<file path="src/rtl/cq_buffer.sv">
`default_nettype none
// ============================================================================
//  Module      : cq_buffer
//  Description : Completion-queue buffer with two AXI slave ports.
//                The NVMe side writes CQ entries through an AW/W/B port; the
//                driver's poller reads them back through an AR/R port.
//                Storage is DEPTH entries of DATA_WIDTH flops starting at
//                byte address BASE (16 bytes per entry).
//  Ports       : clk, rstn         - clock, synchronous active-low reset
//                ns_aw*/ns_w*/ns_b* - AXI write port from the NVMe engine
//                cq_ar*/cq_r*       - AXI read port from the driver poller
//  Revision    : 1.0 - initial release
// ============================================================================
module cq_buffer #(
    parameter int                    ID_WIDTH   = 4,
    parameter int                    ADDR_WIDTH = 32,
    parameter int                    DATA_WIDTH = 128,
    parameter int                    DEPTH      = 16,
    parameter logic [ADDR_WIDTH-1:0] BASE       = 32'h0002_0400
) (
    input  logic                    clk,
    input  logic                    rstn,
    // AW channel
    input  logic [ID_WIDTH-1:0]     ns_awid,
    input  logic [ADDR_WIDTH-1:0]   ns_awaddr,
    input  logic [7:0]              ns_awlen,
    input  logic [2:0]              ns_awsize,
    input  logic [1:0]              ns_awburst,
    input  logic                    ns_awvalid,
    output logic                    ns_awready,
    // W channel
    input  logic [DATA_WIDTH-1:0]   ns_wdata,
    input  logic [DATA_WIDTH/8-1:0] ns_wstrb,
    input  logic                    ns_wlast,
    input  logic                    ns_wvalid,
    output logic                    ns_wready,
    // B channel
    output logic [ID_WIDTH-1:0]     ns_bid,
    output logic [1:0]              ns_bresp,
    output logic                    ns_bvalid,
    input  logic                    ns_bready,
    // AR channel
    input  logic [ADDR_WIDTH-1:0]   cq_araddr,
    input  logic [7:0]              cq_arlen,
    input  logic [2:0]              cq_arsize,
    input  logic [1:0]              cq_arburst,
    input  logic                    cq_arvalid,
    output logic                    cq_arready,
    // R channel
    output logic [DATA_WIDTH-1:0]   cq_rdata,
    output logic [1:0]              cq_rresp,
    output logic                    cq_rlast,
    output logic                    cq_rvalid,
    input  logic                    cq_rready
);

    localparam int                  c_STRB_W = DATA_WIDTH / 8;
    localparam int                  c_IDX_W  = (DEPTH > 1) ? $clog2(DEPTH) : 1;
    // Range bounds carry one extra bit so BASE + DEPTH*16 cannot wrap.
    localparam logic [ADDR_WIDTH:0] c_LO     = {1'b0, BASE};
    localparam logic [ADDR_WIDTH:0] c_HI     = c_LO + (ADDR_WIDTH+1)'(DEPTH * 16);

    typedef enum logic [1:0] {W_IDLE = 2'd0, W_DATA = 2'd1, W_RESP = 2'd2} wstate_t;
    typedef enum logic [0:0] {R_IDLE = 1'b0, R_DATA = 1'b1} rstate_t;

    function automatic logic f_in_range(input logic [ADDR_WIDTH-1:0] a);
        return ({1'b0, a} >= c_LO) && ({1'b0, a} < c_HI);
    endfunction

    function automatic logic [c_IDX_W-1:0] f_index(input logic [ADDR_WIDTH-1:0] a);
        logic [ADDR_WIDTH-1:0] off;
        off = a - BASE;
        return off[c_IDX_W+3:4];
    endfunction

    // FIXED bursts hold the address; INCR and WRAP both advance by the beat size.
    function automatic logic [ADDR_WIDTH-1:0] f_next(input logic [ADDR_WIDTH-1:0] a,
                                                     input logic [2:0]            size,
                                                     input logic [1:0]            burst);
        return (burst == 2'b00) ? a : a + (ADDR_WIDTH'(1) << size);
    endfunction

    logic [DATA_WIDTH-1:0] r_mem [DEPTH];

    // ------------------------------------------------------------------
    // Write side
    // ------------------------------------------------------------------
    wstate_t               r_wstate;
    logic                  r_awready, r_wready, r_bvalid, r_werr;
    logic [ID_WIDTH-1:0]   r_wid, r_bid;
    logic [1:0]            r_bresp, r_wburst;
    logic [ADDR_WIDTH-1:0] r_waddr;
    logic [7:0]            r_wlen, r_wcnt;
    logic [2:0]            r_wsize;

    logic                  w_w_hit, w_w_final, w_werr_next;
    logic [c_IDX_W-1:0]    w_w_idx;

    assign w_w_hit     = f_in_range(r_waddr);
    assign w_w_idx     = f_index(r_waddr);
    assign w_w_final   = (r_wcnt == r_wlen);
    // Error accumulates over the burst: dropped beats and a misplaced wlast.
    assign w_werr_next = r_werr | ~w_w_hit | (ns_wlast != w_w_final);

    always_ff @(posedge clk) begin
        if (!rstn) begin
            r_wstate  <= W_IDLE;
            r_awready <= 1'b0;
            r_wready  <= 1'b0;
            r_bvalid  <= 1'b0;
            r_bid     <= '0;
            r_bresp   <= '0;
            r_werr    <= 1'b0;
            r_wid     <= '0;
            r_waddr   <= '0;
            r_wlen    <= '0;
            r_wsize   <= '0;
            r_wburst  <= '0;
            r_wcnt    <= '0;
            for (int i = 0; i < DEPTH; i++) r_mem[i] <= '0;
        end else begin
            case (r_wstate)
                W_IDLE: begin
                    r_awready <= 1'b1;
                    if (ns_awvalid && r_awready) begin
                        r_wid     <= ns_awid;
                        r_waddr   <= ns_awaddr;
                        r_wlen    <= ns_awlen;
                        r_wsize   <= ns_awsize;
                        r_wburst  <= ns_awburst;
                        r_wcnt    <= '0;
                        r_werr    <= 1'b0;
                        r_awready <= 1'b0;
                        r_wready  <= 1'b1;
                        r_wstate  <= W_DATA;
                    end
                end
                W_DATA: begin
                    if (ns_wvalid && r_wready) begin
                        if (w_w_hit) begin
                            for (int b = 0; b < c_STRB_W; b++) begin
                                if (ns_wstrb[b]) r_mem[w_w_idx][b*8 +: 8] <= ns_wdata[b*8 +: 8];
                            end
                        end
                        r_waddr <= f_next(r_waddr, r_wsize, r_wburst);
                        r_wcnt  <= r_wcnt + 8'd1;
                        r_werr  <= w_werr_next;
                        // Burst length alone decides the end of the data phase.
                        if (w_w_final) begin
                            r_wready <= 1'b0;
                            r_bvalid <= 1'b1;
                            r_bid    <= r_wid;
                            r_bresp  <= w_werr_next ? 2'b10 : 2'b00;
                            r_wstate <= W_RESP;
                        end
                    end
                end
                W_RESP: begin
                    if (ns_bready) begin
                        r_bvalid  <= 1'b0;
                        r_werr    <= 1'b0;
                        r_awready <= 1'b1;
                        r_wstate  <= W_IDLE;
                    end
                end
                default: r_wstate <= W_IDLE;
            endcase
        end
    end

    assign ns_awready = r_awready;
    assign ns_wready  = r_wready;
    assign ns_bvalid  = r_bvalid;
    assign ns_bid     = r_bid;
    assign ns_bresp   = r_bresp;

    // ------------------------------------------------------------------
    // Read side. r_raddr always points at the beat after the one held in
    // cq_rdata, so the next beat can load on the current handshake. Reads
    // sample r_mem before the same-edge write lands, returning old data.
    // ------------------------------------------------------------------
    rstate_t               r_rstate;
    logic                  r_arready, r_rvalid, r_rlast;
    logic [DATA_WIDTH-1:0] r_rdata;
    logic [1:0]            r_rresp, r_rburst;
    logic [ADDR_WIDTH-1:0] r_raddr;
    logic [7:0]            r_rlen, r_rcnt;
    logic [2:0]            r_rsize;

    logic                  w_ar_hit, w_rn_hit;
    logic [DATA_WIDTH-1:0] w_ar_data, w_rn_data;

    assign w_ar_hit  = f_in_range(cq_araddr);
    assign w_ar_data = w_ar_hit ? r_mem[f_index(cq_araddr)] : '0;
    assign w_rn_hit  = f_in_range(r_raddr);
    assign w_rn_data = w_rn_hit ? r_mem[f_index(r_raddr)] : '0;

    always_ff @(posedge clk) begin
        if (!rstn) begin
            r_rstate  <= R_IDLE;
            r_arready <= 1'b0;
            r_rvalid  <= 1'b0;
            r_rlast   <= 1'b0;
            r_rdata   <= '0;
            r_rresp   <= '0;
            r_raddr   <= '0;
            r_rlen    <= '0;
            r_rsize   <= '0;
            r_rburst  <= '0;
            r_rcnt    <= '0;
        end else begin
            case (r_rstate)
                R_IDLE: begin
                    r_arready <= 1'b1;
                    if (cq_arvalid && r_arready) begin
                        r_raddr   <= f_next(cq_araddr, cq_arsize, cq_arburst);
                        r_rlen    <= cq_arlen;
                        r_rsize   <= cq_arsize;
                        r_rburst  <= cq_arburst;
                        r_rcnt    <= '0;
                        r_rdata   <= w_ar_data;
                        r_rresp   <= w_ar_hit ? 2'b00 : 2'b10;
                        r_rlast   <= (cq_arlen == 8'd0);
                        r_rvalid  <= 1'b1;
                        r_arready <= 1'b0;
                        r_rstate  <= R_DATA;
                    end
                end
                R_DATA: begin
                    if (cq_rready) begin
                        if (r_rlast) begin
                            r_rvalid  <= 1'b0;
                            r_rlast   <= 1'b0;
                            r_rdata   <= '0;
                            r_rresp   <= '0;
                            r_arready <= 1'b1;
                            r_rstate  <= R_IDLE;
                        end else begin
                            r_rdata <= w_rn_data;
                            r_rresp <= w_rn_hit ? 2'b00 : 2'b10;
                            r_rlast <= ((r_rcnt + 8'd1) == r_rlen);
                            r_rcnt  <= r_rcnt + 8'd1;
                            r_raddr <= f_next(r_raddr, r_rsize, r_rburst);
                        end
                    end
                end
                default: r_rstate <= R_IDLE;
            endcase
        end
    end

    assign cq_arready = r_arready;
    assign cq_rvalid  = r_rvalid;
    assign cq_rdata   = r_rdata;
    assign cq_rresp   = r_rresp;
    assign cq_rlast   = r_rlast;

endmodule
`default_nettype wire

</file>
<file path="config.mk">
export PLATFORM = sky130hd
export DESIGN_NAME = cq_buffer
export DESIGN_NICKNAME = d
export VERILOG_FILES = /design/src/rtl/cq_buffer.sv
export SDC_FILE = /design/constraint.sdc
export NUM_CORES = 2
export LEC_CHECK = 0
export CAP_MARGIN = 40
export CORE_UTILIZATION = 43
export CTS_CLUSTER_SIZE = 14
export DETAILED_ROUTE_END_ITERATION = 12
export SYNTH_ARGS = -nofsm -noshare
export SYNTH_HDL_FRONTEND = slang
export SYNTH_SLANG_ARGS = --single-unit
</file>
<file path="constraint.sdc">
create_clock -name clk -period 2.9 [get_ports clk]
set_clock_uncertainty 0.05 [all_clocks]
set_input_delay 0.58 -clock clk [delete_from_list [all_inputs] [get_ports clk]]
set_output_delay 0.58 -clock clk [all_outputs]
set_load 0.01 [all_outputs]
</file>
Yosys cells after proc, flatten, opt, wreduce, memory -nomap -nowiden --
Memory sizes are Yosys's and may differ from the RTL's. Index checks and enable logic that the tools add are counted.
Word-level totals: register bits 256, RAM bits 2048, input bits 246, output and inout port bits 142, memories 1
Operators by class: add/subtract/negate cells 8, order comparisons 6, equality and inequality tests 15, shift-type cells 3, mux-type cells 165, bitwise operators 4, reductions and logical operators 31
Memory list:
- r_mem | words 16, width 128, read ports 2, clocked after Yosys merged registers in 0, wr ports 16, line 83 | logic [DATA_WIDTH-1:0] r_mem [DEPTH];
Operator list (number):
- $mux W128 | 6
- $mux W32 | 8
- $pmux W128 S2 | 1
- $pmux W32 S2 | 2
- $reduce_or A128 Y1 | 1
- $mux W1 | 119
- $add A32 B32 Y32 | 3
- $ge A32 B18 Y1 const B | 3
- $lt A32 B18 Y1 const B | 3
- $shl A1 B3 Y32 const A | 3
- $mux W8 | 5
- $pmux W8 S2 | 2
- $reduce_and A4 Y1 | 6
- $sub A8 B1 Y8 const B | 3
- $mux W2 | 10
- $ne A2 B2 Y1 const B | 9
- $add A8 B1 Y8 const B | 2
- $eq A8 B8 Y1 | 2
- $mux W16 | 1
- $pmux W1 S2 | 7
- $reduce_and A3 Y1 | 4
- $reduce_and A2 Y1 | 5
- $logic_not A2 Y1 | 4
- $logic_not A8 Y1 | 1
- 13 further kinds | 22

Logic depth before layout (Yosys ltp) --
depth in word-level cells 9, mapped depth 12

Worst setup path before layout --
OpenSTA, ideal clock, no wires.
path type input to register, start point input cq_arsize[0], end point register r_raddr[17], data arrival time 2.916 ns, path slack -0.184 ns, stages 11, buffers on the path 2, cells stage by stage clkbuf_1 > or3b_2 > inv_1 > ha_1 > a211oi_1 > o21a_1 > o31a_1 > buf_2 > nor3_1 > xor2_1 > a32o_1
Between the ends: word-level cells in the longest chain between the ends 5
RTL lines:
- start: declaration | line 45 | input logic [2:0] cq_arsize,
- $shl A1 B3 Y32 | line 80 | return (burst == 2'b00) ? a : a + (ADDR_WIDTH'(1) << size);
- $add A32 B32 Y32 | line 80
- $mux W32 | line 80
- $mux W32 | line 215 | if (cq_arvalid && r_arready) begin
- $pmux W32 S2 | line 212 | case (r_rstate)
- end signal: assignment | line 216 | r_raddr <= f_next(cq_araddr, cq_arsize, cq_arburst);
- end signal: assignment | line 243 | r_raddr <= f_next(r_raddr, r_rsize, r_rburst);
- end: declaration | line 186 | logic [ADDR_WIDTH-1:0] r_raddr;
No other way between the ends. The select of a mux whose other input is x is not followed. A chain may end at the register's enable or synchronous reset.

Worst setup path after layout --
start point register r_rsize[2], end point register r_raddr[24]
Between the ends: word-level cells in the longest chain between the ends 6
RTL lines:
- start: declaration | line 188 | logic [2:0] r_rsize;
- start signal: assignment | line 218 | r_rsize <= cq_arsize;
- $shl A1 B3 Y32 | line 80
- $add A32 B32 Y32 | line 80
- $mux W32 | line 80
- $mux W32 | line 231 | if (r_rlast) begin
- $mux W32 | line 230 | if (cq_rready) begin
- $pmux W32 S2 | line 212
No other way between the ends. The select of a mux whose other input is x is not followed.

==> flow_summary.yaml <==
run_status:
  run_status: "finished clean"
place:
  place.gp.congestion: 0.8929
  number_of_cells_in_the_design_after_placement: 13030
  hpwl_um: 253600
  numPortBuffers: 385
sta:
  final.min_clock_period_ps: 2871
  fin_crit_sh: 0.9900
  max_frequency_mhz: 348.3
  timing_worst_slew_pin_value_ps: 911.2
  grt_setup_unrepaired: "yes"
  hold_violations: 0
  report.final.slew_viol_count: 0
  finish_stage_setup_viols: 0
  headroom_to_the_max_slew_limit: 0.3884
floorplan:
  core_area_mm2: 0.2741
  io-pin-count: 388
  fp.dieW_um: 527.7
  initial_core_util: 0.4335
  die_h_um: 527.7
  die_outline_area_mm2: 0.2784
  placementRows: 192
clock_tree:
  cts_inserted_buffers: 266
  cts_tree: "yes"
  clk_path_buf_depth: 4
  clock-root-buffer: "sky130_fd_sc_hd__clkbuf_16"
  clkTransAtPathRegs_ps: 60
  cts_max_level: 5
  tritoncts_num_sinks: 2306
  clock_latency_ps: 890
  post_cts.repair.setup_buffers: 0
power_and_ir_drop:
  vdd_drop_max_mv: 0.4479
  p_leak_nw: 48.84
  powerDensity_mw_per_mm2: 577.3
logic_synthesis:
  synth_area_per_cell_um2: 13.60
  yosysWarningCount: 0
  synth_seq_cells: 2306
  ys_types: 78
  seq_area_frac_synth: 0.5610
  ys_async_sr_fraction: 0
  synth.cell_area_mm2: 0.1188
  netlist_instances: 8735
  synth_enable_flop_cells: 2048
  most_frequently_used_flop_master_after_synthesis: "sky130_fd_sc_hd__edfxtp_1"
routing:
  drt_first_pass_iters: 6
  routed_wire_length_per_instance_um: 27.49
  first_iter_violations: 9054
  drt-total-wl_um: 371500
  routed_via_density: 6.087
  overall_via_count_from_detail_route: 82250
  route.detailed.drc: 0
  antenna_left: 0
grt:
  grt_pass1_wl_um: 550200
  grt_start_max_net_pins: 157
  global_route.usage.total: 0.2644
  overflow: 0
  grt_antenna_before_repair: 9
  grt_pass1_vias: 83780
finish:
  drive_gt1_frac: 0.2871
  design.final.nets: 9885
  commonest_cells_after_routing_fill_and_taps_aside: "2141 x sky130_fd_sc_hd__nor2_1, 2048 x sky130_fd_sc_hd__edfxtp_1, 1120 x sky130_fd_sc_hd__mux4_2"
  final_cells: 13510
  leading_cell_type_in_the_layout_fill_and_taps_excluded: "sky130_fd_sc_hd__nor2_1"
  postLayoutCoreUtil: 0.5207
  area_growth_syn_to_layout_pct: 20.12
  num-fill-cells: 22850
worst_hold_path:
  min_path_type: "in -> reg"
worst_setup_path:
  critPathCaptureType: "flop"
  critical_path.startpoint_type: "flop"
  path_max_fanout: 7
  cp.required_ps: 3560
  cp.arrival_ps: 3540
  critPathKind: "reg -> reg"
job:
  cap_violations: 0
through the flow:
step                      instance area [um2]  hold slack [ps]  worst slack (ps)  TNS, ps  total power, mW
final                                  142700            100.1             29.08        0            82.40
after global routing                   142700            87.90            -82.87   -164.2            84.66
after CTS                              142700            48.76             32.09        0            82.85
after detailed placement               133900            380.7            -630.0  -311420            48.83
after global placement                 133900            376.3            -678.5  -260550            48.63
after floorplan                        118800            386.0             7.544        0            44.42
worst max-delay path: stages (launching register included):
cell                       delay [ps]
sky130_fd_sc_hd__dfxtp_1          330
sky130_fd_sc_hd__nor3_2           200
sky130_fd_sc_hd__ha_2             210
sky130_fd_sc_hd__inv_1             60
sky130_fd_sc_hd__fa_2             370
sky130_fd_sc_hd__nand2b_4         170
sky130_fd_sc_hd__a211oi_4         280
sky130_fd_sc_hd__buf_6            150
sky130_fd_sc_hd__o21ai_4           90
sky130_fd_sc_hd__buf_6            160
sky130_fd_sc_hd__nor4_4           260
sky130_fd_sc_hd__mux2i_1          280
sky130_fd_sc_hd__a211oi_1          80
worst paths after layout:
kind | slack [ps] | to | cells after the start | start
hold / removal | 100 | flop | 3 | cq_araddr[6]
hold reg to reg | 390 | cq_rdata[20] | 2 | cq_rdata[20]
setup reg to reg | 30 | r_raddr[24] | 12 | r_rsize[2]
setup / recovery | 30 | r_raddr[24] | 12 | r_rsize[2]
cell usage after synthesis, types with 42 or more instances:
library cell               instances  area share
sky130_fd_sc_hd__o21ai_0         326       0.014
sky130_fd_sc_hd__mux2i_1         168       0.014
sky130_fd_sc_hd__nand3_1          42      0.0018
sky130_fd_sc_hd__edfxtp_1       2048        0.52
sky130_fd_sc_hd__buf_6            75      0.0071
sky130_fd_sc_hd__nor2_1         2142       0.068
sky130_fd_sc_hd__nand2_1         429       0.014
sky130_fd_sc_hd__nand2_4         112       0.011
sky130_fd_sc_hd__buf_2           195      0.0082
sky130_fd_sc_hd__a21oi_1         247       0.010
sky130_fd_sc_hd__a22oi_1         129      0.0082
sky130_fd_sc_hd__dfxtp_1         258       0.043
sky130_fd_sc_hd__clkbuf_1        549       0.017
sky130_fd_sc_hd__nor2b_1         167      0.0088
sky130_fd_sc_hd__mux4_2         1120        0.21
sky130_fd_sc_hd__a211oi_1        186       0.012
sky130_fd_sc_hd__buf_4            43      0.0027
final cells by class:
type	count	area, um2	area share
clock inverter	150	1506	0.01055
tap	3686	4612	0.03231
inverter	26	97.59	0.0006837
sequential	2306	66680	0.4671
antenna	4	10.01	0.00007013
multi-input combinational	5519	48060	0.3367
timing repair buffer	1491	14540	0.1019
clock buffer	330	7223	0.05060
sequential cells by signal, indices dropped and copies added (netlist names), 2 cells and up, named ones only:
name / count
r_rsize: 3
r_wid: 4
r_wcnt: 8
r_raddr: 32
r_wburst: 2
r_mem: 2048
r_wstate: 2
r_rlen: 8
r_wsize: 3
r_waddr: 32
r_rcnt: 8
ns_bid: 4
r_rburst: 2
r_wlen: 8
cq_rdata: 128
cells by family after synthesis:
logic type	after synthesis	synth area share
AOI/OAI and AO/OA	1034	0.05393
and+or+nand+nor	3118	0.1148
DFF	2306	0.5610
muxes	1290	0.2266
buffers and inverters	911	0.03693
xor gates and xnor gates	46	0.003391
other	1	0.00003156
adders and majority gates	29	0.003243
per-layer routing:
layer,GRT usage,wire length (um),vias to the layer above,share of wire
met5,0,20,-,0.000054
met4,0.09329,13780,4,0.037
met3,0.03813,29560,698,0.080
met2,0.4505,185300,4060,0.50
met1,0.3449,142800,42530,0.38
li1,-,-,34950,-
power breakdown:
group | switching [mW] | internal [mW]
Combinational | 5.39 | 4.99
Clock | 14.2 | 20.0
Sequential | 0.717 | 37.1
Total | 20.3 | 62.1
repair_timing:
action / 4_1_cts / 5_1_grt
endpoints found under the hold margin: 2 / 0
endpoints found under the setup margin: 99 / 333
hold buffers: 1 / 0
gates resized for setup: 20 / 19
pin swaps: 4 / 5
No activity file was read; power rests on OpenSTA's default activity.
